## config.mk

```make
export PLATFORM = sky130hd
export DESIGN_NAME = bus_arbiter_lv1_lv2
export DESIGN_NICKNAME = d
export VERILOG_FILES = /design/src/rtl/bus_arbiter_lv1_lv2.sv
export SDC_FILE = /design/constraint.sdc
export NUM_CORES = 1
export LEC_CHECK = 0
export BUFFER_PORTS_ARGS = -buffer_cell sky130_fd_sc_hd__buf_2
export CAP_MARGIN = 15
export CORE_MARGIN = 2
export CORE_UTILIZATION = 54
export CTS_BUF_LIST = sky130_fd_sc_hd__clkbuf_4 sky130_fd_sc_hd__clkbuf_8 sky130_fd_sc_hd__clkbuf_16
export CTS_CLUSTER_SIZE = 28
export DETAILED_ROUTE_END_ITERATION = 8
export PLACE_DENSITY = 0.9
export SYNTH_ARGS = -nofsm -noshare
export SYNTH_HDL_FRONTEND = slang
export SYNTH_SLANG_ARGS = --single-unit
```

## constraint.sdc

```tcl
create_clock -name clk -period 3.33 [get_ports clk]
set_input_delay 0.666 -clock clk [delete_from_list [all_inputs] [get_ports clk]]
set_output_delay 0.666 -clock clk [all_outputs]
set_load 0.005 [all_outputs]
```

## src/rtl/bus_arbiter_lv1_lv2.sv

```systemverilog
// bus_arbiter_lv1_lv2
// Shared L1<->L2 bus arbiter for 4 cores x {data, instr} L1 caches.
// Two channels:
//   proc  : one transaction owner at a time, round-robin over NUM_PROC_REQ
//           requesters (index 2c = core c data L1, 2c+1 = core c instr L1).
//   snoop : one snoop responder at a time, only while a proc owner holds the
//           bus; the owning core is never granted a snoop of itself.
// Optional feature macro: BUS_ARB_TIMEOUT_EN
//   When defined, a proc grant is forcibly released after TIMEOUT_CYC cycles
//   and arb_timeout pulses for one cycle. When undefined, grants are held for
//   as long as the owner keeps requesting and arb_timeout is tied low.
// All outputs are registered; rst_n is asynchronous and active-low.

module bus_arbiter_lv1_lv2 #(
  parameter int NUM_CORES    = 4,
  parameter int NUM_PROC_REQ = 8,
  parameter int TIMEOUT_CYC  = 256
) (
  input  logic                            clk,
  input  logic                            rst_n,
  input  logic [NUM_PROC_REQ-1:0]         bus_lv1_lv2_req_proc,
  output logic [NUM_PROC_REQ-1:0]         bus_lv1_lv2_gnt_proc,
  input  logic [NUM_CORES-1:0]            bus_lv1_lv2_req_snoop,
  output logic [NUM_CORES-1:0]            bus_lv1_lv2_gnt_snoop,
  output logic [$clog2(NUM_PROC_REQ)-1:0] proc_owner_id,
  output logic                            proc_busy,
  output logic                            arb_timeout
);

  localparam int PW = $clog2(NUM_PROC_REQ);
  localparam int SW = $clog2(NUM_CORES);

  localparam logic [NUM_PROC_REQ-1:0] PROC_ONE  = {{(NUM_PROC_REQ-1){1'b0}}, 1'b1};
  localparam logic [NUM_CORES-1:0]    SNOOP_ONE = {{(NUM_CORES-1){1'b0}}, 1'b1};

  typedef enum logic [1:0] {
    P_IDLE    = 2'd0,
    P_GRANT   = 2'd1,
    P_RELEASE = 2'd2
  } proc_state_t;

  typedef enum logic [1:0] {
    S_IDLE    = 2'd0,
    S_GRANT   = 2'd1,
    S_RELEASE = 2'd2
  } snoop_state_t;

  proc_state_t  proc_state;
  snoop_state_t snoop_state;

  logic [PW-1:0] rr_ptr;
  logic [SW-1:0] snoop_rr_ptr;
  logic [SW-1:0] snoop_owner_id;

  logic          proc_pick_valid;
  logic [PW-1:0] proc_pick_idx;
  logic          snoop_pick_valid;
  logic [SW-1:0] snoop_pick_idx;

  logic [NUM_CORES-1:0] snoop_eligible;
  logic [SW-1:0]        owner_core;
  logic                 owner_req;
  logic                 timeout_hit;

  // Index arithmetic modulo the proc requester count, used for rr scanning.
  function automatic logic [PW-1:0] wrap_add_p(input logic [PW-1:0] base, input int off);
    int sum;
    sum = int'(base) + off;
    if (sum >= NUM_PROC_REQ) sum = sum - NUM_PROC_REQ;
    return PW'(sum);
  endfunction

  // Index arithmetic modulo the core count, used for snoop rr scanning.
  function automatic logic [SW-1:0] wrap_add_s(input logic [SW-1:0] base, input int off);
    int sum;
    sum = int'(base) + off;
    if (sum >= NUM_CORES) sum = sum - NUM_CORES;
    return SW'(sum);
  endfunction

  assign owner_core = SW'(proc_owner_id >> 1);
  assign owner_req  = bus_lv1_lv2_req_proc[proc_owner_id];

  // Proc round-robin pick: first requester at or after rr_ptr, with wrap.
  // Scanning from the far end means the closest candidate is written last.
  always_comb begin
    proc_pick_valid = 1'b0;
    proc_pick_idx   = '0;
    for (int i = NUM_PROC_REQ - 1; i >= 0; i--) begin
      if (bus_lv1_lv2_req_proc[wrap_add_p(rr_ptr, i)]) begin
        proc_pick_valid = 1'b1;
        proc_pick_idx   = wrap_add_p(rr_ptr, i);
      end
    end
  end

  // Snoop candidates: the core that owns the proc channel never snoops itself.
  always_comb begin
    snoop_eligible             = bus_lv1_lv2_req_snoop;
    snoop_eligible[owner_core] = 1'b0;
  end

  // Snoop round-robin pick over the eligible set, same wrap rule as proc.
  always_comb begin
    snoop_pick_valid = 1'b0;
    snoop_pick_idx   = '0;
    for (int i = NUM_CORES - 1; i >= 0; i--) begin
      if (snoop_eligible[wrap_add_s(snoop_rr_ptr, i)]) begin
        snoop_pick_valid = 1'b1;
        snoop_pick_idx   = wrap_add_s(snoop_rr_ptr, i);
      end
    end
  end

`ifdef BUS_ARB_TIMEOUT_EN
  logic [15:0] hold_cnt;

  assign timeout_hit = (proc_state == P_GRANT) && (hold_cnt == 16'(TIMEOUT_CYC - 1));

  // Hold counter: cleared when a grant is issued, counts every GRANT cycle.
  always_ff @(posedge clk or negedge rst_n) begin
    if (!rst_n) begin
      hold_cnt <= '0;
    end else if (proc_state == P_IDLE && proc_pick_valid) begin
      hold_cnt <= '0;
    end else if (proc_state == P_GRANT) begin
      hold_cnt <= hold_cnt + 16'd1;
    end
  end

  // One-cycle pulse coinciding with the dead cycle after a forced release.
  always_ff @(posedge clk or negedge rst_n) begin
    if (!rst_n) begin
      arb_timeout <= 1'b0;
    end else begin
      arb_timeout <= timeout_hit;
    end
  end
`else
  assign timeout_hit = 1'b0;
  assign arb_timeout = 1'b0;
`endif

  // Proc channel FSM: IDLE -> GRANT -> RELEASE -> IDLE. The owner is held
  // in GRANT while a snoop responder is active so the snoop can complete.
  always_ff @(posedge clk or negedge rst_n) begin
    if (!rst_n) begin
      proc_state           <= P_IDLE;
      bus_lv1_lv2_gnt_proc <= '0;
      proc_owner_id        <= '0;
      proc_busy            <= 1'b0;
      rr_ptr               <= '0;
    end else begin
      case (proc_state)
        P_IDLE: begin
          if (proc_pick_valid) begin
            bus_lv1_lv2_gnt_proc <= PROC_ONE << proc_pick_idx;
            proc_owner_id        <= proc_pick_idx;
            proc_busy            <= 1'b1;
            rr_ptr               <= wrap_add_p(proc_pick_idx, 1);
            proc_state           <= P_GRANT;
          end
        end
        P_GRANT: begin
          if (timeout_hit || (!owner_req && snoop_state != S_GRANT)) begin
            bus_lv1_lv2_gnt_proc <= '0;
            proc_busy            <= 1'b0;
            proc_state           <= P_RELEASE;
          end
        end
        P_RELEASE: begin
          proc_state <= P_IDLE;
        end
        default: begin
          bus_lv1_lv2_gnt_proc <= '0;
          proc_busy            <= 1'b0;
          proc_state           <= P_IDLE;
        end
      endcase
    end
  end

  // Snoop channel FSM: S_IDLE -> S_GRANT -> S_RELEASE -> S_IDLE. New snoop
  // grants only happen while the proc owner is staying; a forced proc
  // release pulls the snoop grant on the same edge.
  always_ff @(posedge clk or negedge rst_n) begin
    if (!rst_n) begin
      snoop_state           <= S_IDLE;
      bus_lv1_lv2_gnt_snoop <= '0;
      snoop_owner_id        <= '0;
      snoop_rr_ptr          <= '0;
    end else begin
      case (snoop_state)
        S_IDLE: begin
          if (proc_state == P_GRANT && owner_req && !timeout_hit && snoop_pick_valid) begin
            bus_lv1_lv2_gnt_snoop <= SNOOP_ONE << snoop_pick_idx;
            snoop_owner_id        <= snoop_pick_idx;
            snoop_rr_ptr          <= wrap_add_s(snoop_pick_idx, 1);
            snoop_state           <= S_GRANT;
          end
        end
        S_GRANT: begin
          if (timeout_hit || !bus_lv1_lv2_req_snoop[snoop_owner_id]) begin
            bus_lv1_lv2_gnt_snoop <= '0;
            snoop_state           <= S_RELEASE;
          end
        end
        S_RELEASE: begin
          snoop_state <= S_IDLE;
        end
        default: begin
          bus_lv1_lv2_gnt_snoop <= '0;
          snoop_state           <= S_IDLE;
        end
      endcase
    end
  end

endmodule
```

==> results summary <==
The run finished with clean final reports. The number of buffers inserted by post-CTS setup repair is 0. The overall overflow remaining after global route is 0. The cell count after placement is 366.

The worst setup path is captured at a flop. The time the worst path needs with I/O delays and setup is roughly 3.1 ns. The region available for standard cell placement spans approximately 4800 um2. The number of buffers inserted during clock tree synthesis came out at 3. Prior to clock tree synthesis, the placed netlist has a worst setup slack of ~0.22 ns. The synthesized design contains 0 enable-type register cells. Each instance of the synthesized netlist takes up on average between 9 and 10 um2. The most area-hungry cell type in the Yosys netlist is dfrtp_1. The peak fanout along the critical path came out at 9. The standard-cell row count is 25. The critical path is of the reg2reg type. The most frequent cell after synthesis is nand2_1. The total detailed-routing wirelength came out at 6.45 mm. The remaining max-slew budget at the tightest pin is 0.604. The worst reg-to-reg setup slack came out at about 0.19 ns. Static timing analysis puts the maximum clock frequency at ~320 MHz. The net count after synthesis is 299. For this run, the register share of the synthesized area comes to 0.253. The data required time at the worst endpoint came out at 3.49 ns.

The count of mapped cells out of synthesis is 278. Setup violations remaining at the end of the flow were counted as 0. The summed instance area of the synthesized netlist came out at between 2000 and 3000 um2.

The setup skew after layout is 0.00290 ns. The number of global-route vias before repair came out at approximately 2300. The diode insertion count for antenna repair is 0. The violation count after the first detailed-routing iteration came out at around 300.

Clock-pin slew was measured on the worst setup and hold paths at about 0.090 ns. The effective utilization at floorplan came out at 0.561. The width of the die came out at ~74 um. Setup repair after global routing left no endpoint under its margin. The largest buffer count on any clock path came out at 2.

The aggregate global-route resource usage is 0.247. The post-detailed-route DRC marker count came out at 0. The average wire per standard cell is approximately 17 um.

The H-tree level count came out at 1. The count of distinct cell types in the synthesized netlist is 62. The remaining antenna violation count after routing came out at 0. With fillers left out, the area of the finished cells amounts to approximately 2900 um2. The post-placement cell area is about 2900 um2. Detailed routing inserted a total of approximately 2400 vias. The count of nets after finishing is 325. The setup slack of the critical path after layout is between 0.15 and 0.2 ns. The proportion of layout cells with a drive suffix above 1 came out at 0.300.

The tightest min-delay check is of the in2async type. The number of top-level design ports came out at 31. The number of hold violations in the final report came to 0.

The fraction of registers with async set/reset came out at 1.00. The total count of max-transition violations in the final report is 0. The total negative setup slack came out at 0 ns.

The source of the worst register-to-register timing path is rr_ptr[1]. The tool flagged a number of max-cap violations equal to 0. The worst register-to-register path has a depth of 12.

The floorplan step set the die height to roughly 74 um. The first-pass iteration count of the detailed router came out at 4. In this run the critical register-to-register path is captured at bus_lv1_lv2_gnt_proc[7]. The vias per cell came out at roughly 6.5. The first global-routing pass estimated between 10 and 15 mm of wire. The latest clock arrival within the worst-skew pair is 0.27 ns. The TritonCTS sink count is 27. The synthesized flop and latch total is 27. CTS placed an instance of clkbuf_8 at the clock tree root.

For the pin with the worst max-slew slack, the measured transition is between 0.5 and 0.6 ns. The arrival time reported for the critical path endpoint came out at roughly 3.3 ns. The count of buffers from port buffering came out at 29. The post-DP HPWL is 4.83 mm. The die area came out at roughly 5500 um2. The global placer's final weighted congestion is ~0.95.

Excluding fillers, the count of instances in the completed layout stands at 370. In the synthesized netlist, the cells that appear most often are nand2_1 (33), dfrtp_1 (27), o21ai_0 (18). Entering global routing, the biggest net connects 28 pins. The count of fill cells added during filler insertion came out at 389. The fraction of post-synthesis cell area in the top cell type by area is 0.253.

The signed area change from the synthesized netlist to the final layout is 9.19%. The CTS tree is done. The leading register cell type out of synthesis is dfrtp_1. The final critical-path share of the clock period is 0.943. The warning count from the yosys run is 0. STA classifies the critical path startpoint as a flop. The number of antenna violations at the first check in global routing is 0. In the post-synthesis netlist, the biggest area contributors are dfrtp_1 (25%), mux4_2 (14%), mux2_2 (5.9%).
[timing repair]
item,4_1_cts,5_1_grt
setup endpoints to repair,0,2
resized for setup,0,1
hold buffers,0,0
[critical path: stages (launching register included)]
cell and delay (ns):
dfrtp_1 0.36, inv_1 0.07, ha_2 0.42, buf_4 0.22, mux4_2 0.43, mux2_2 0.36
nor2_2 0.15, nand3_1 0.10, a21oi_1 0.24, nor2b_2 0.22, nor3_1 0.06, ha_1 0.19
a22o_1 0.21
[through the flow]
step / utilization / hold WS [ns]
2_1_floorplan: - / 0.370
3_3_place_gp: 0.602 / 0.461
4_1_cts: 0.612 / 0.395
6_report: 0.613 / 0.383
3_5_place_dp: 0.602 / 0.459
5_1_grt: 0.613 / 0.415
[flip-flops by register name, indices dropped and copies added, names as in the netlist]
register,cells
proc_busy,1
proc_owner_id,3
proc_state,2
bus_lv1_lv2_gnt_snoop,4
snoop_rr_ptr,2
snoop_owner_id,2
snoop_state,2
rr_ptr,3
bus_lv1_lv2_gnt_proc,8
[layer usage]
metal / track usage / share of wire / vias up
li1: - / - / 1096
met1: 0.343 / 0.43 / 1167
met2: 0.409 / 0.49 / 114
met3: 0.00949 / 0.056 / 15
met4: 0.103 / 0.021 / 0
met5: 0 / 0 / -
[kinds of logic (layout without fill, tap and decap cells)]
logic type	Yosys count	after routing	share of synthesized area
buffers and inverters	32	57	0.0581
xor gates and xnor gates	5	5	0.0220
adders and majority gates	7	7	0.0328
and+or+nand+nor	87	87	0.168
DFF	27	27	0.253
muxes	47	47	0.271
AOI/OAI and AO/OA	72	72	0.194
other	1	1	0.00141
[final cells by class]
cell class	count	area [um2]	share of cell area
Tap cell	67	83.8	0.0288
Clock inverter	1	7.51	0.00258
Timing Repair Buffer	37	205	0.0704
Multi-Input combinational cell	219	1840	0.632
Inverter	16	60.1	0.0206
Clock buffer	3	41.3	0.0142
Sequential cell	27	676	0.232
[cell usage in the layout (no fill, tap or decap), types with 4 or more instances in the layout]
cell type | netlist | layout
inv_1 | 15 | 15
o21ai_0 | 18 | 18
ha_1 | 7 | 6
a32o_1 | 4 | 4
a211oi_1 | 5 | 5
mux2_2 | 14 | 14
buf_4 | 4 | 8
nor2_1 | 14 | 14
a21oi_1 | 12 | 12
buf_2 | 3 | 29
nand2_1 | 33 | 33
mux4_2 | 16 | 16
mux2i_1 | 14 | 14
o21ai_1 | 5 | 5
o31ai_1 | 4 | 4
dfrtp_1 | 27 | 27
nand2b_1 | 8 | 8
nand3_1 | 9 | 9
[worst max path at each step]
stage                          from                      end
after floorplan           rr_ptr[0]  bus_lv1_lv2_gnt_proc[7]
after global placement    rr_ptr[1]                rr_ptr[2]
after detailed placement  rr_ptr[1]                rr_ptr[2]
after CTS                 rr_ptr[1]                rr_ptr[2]
after global routing      rr_ptr[1]                rr_ptr[2]
final                     rr_ptr[1]  bus_lv1_lv2_gnt_proc[7]
Power is left out: the tool's default activity adds up to more than one toggle a clock period on the data nets, which glitch-free logic cannot reach.
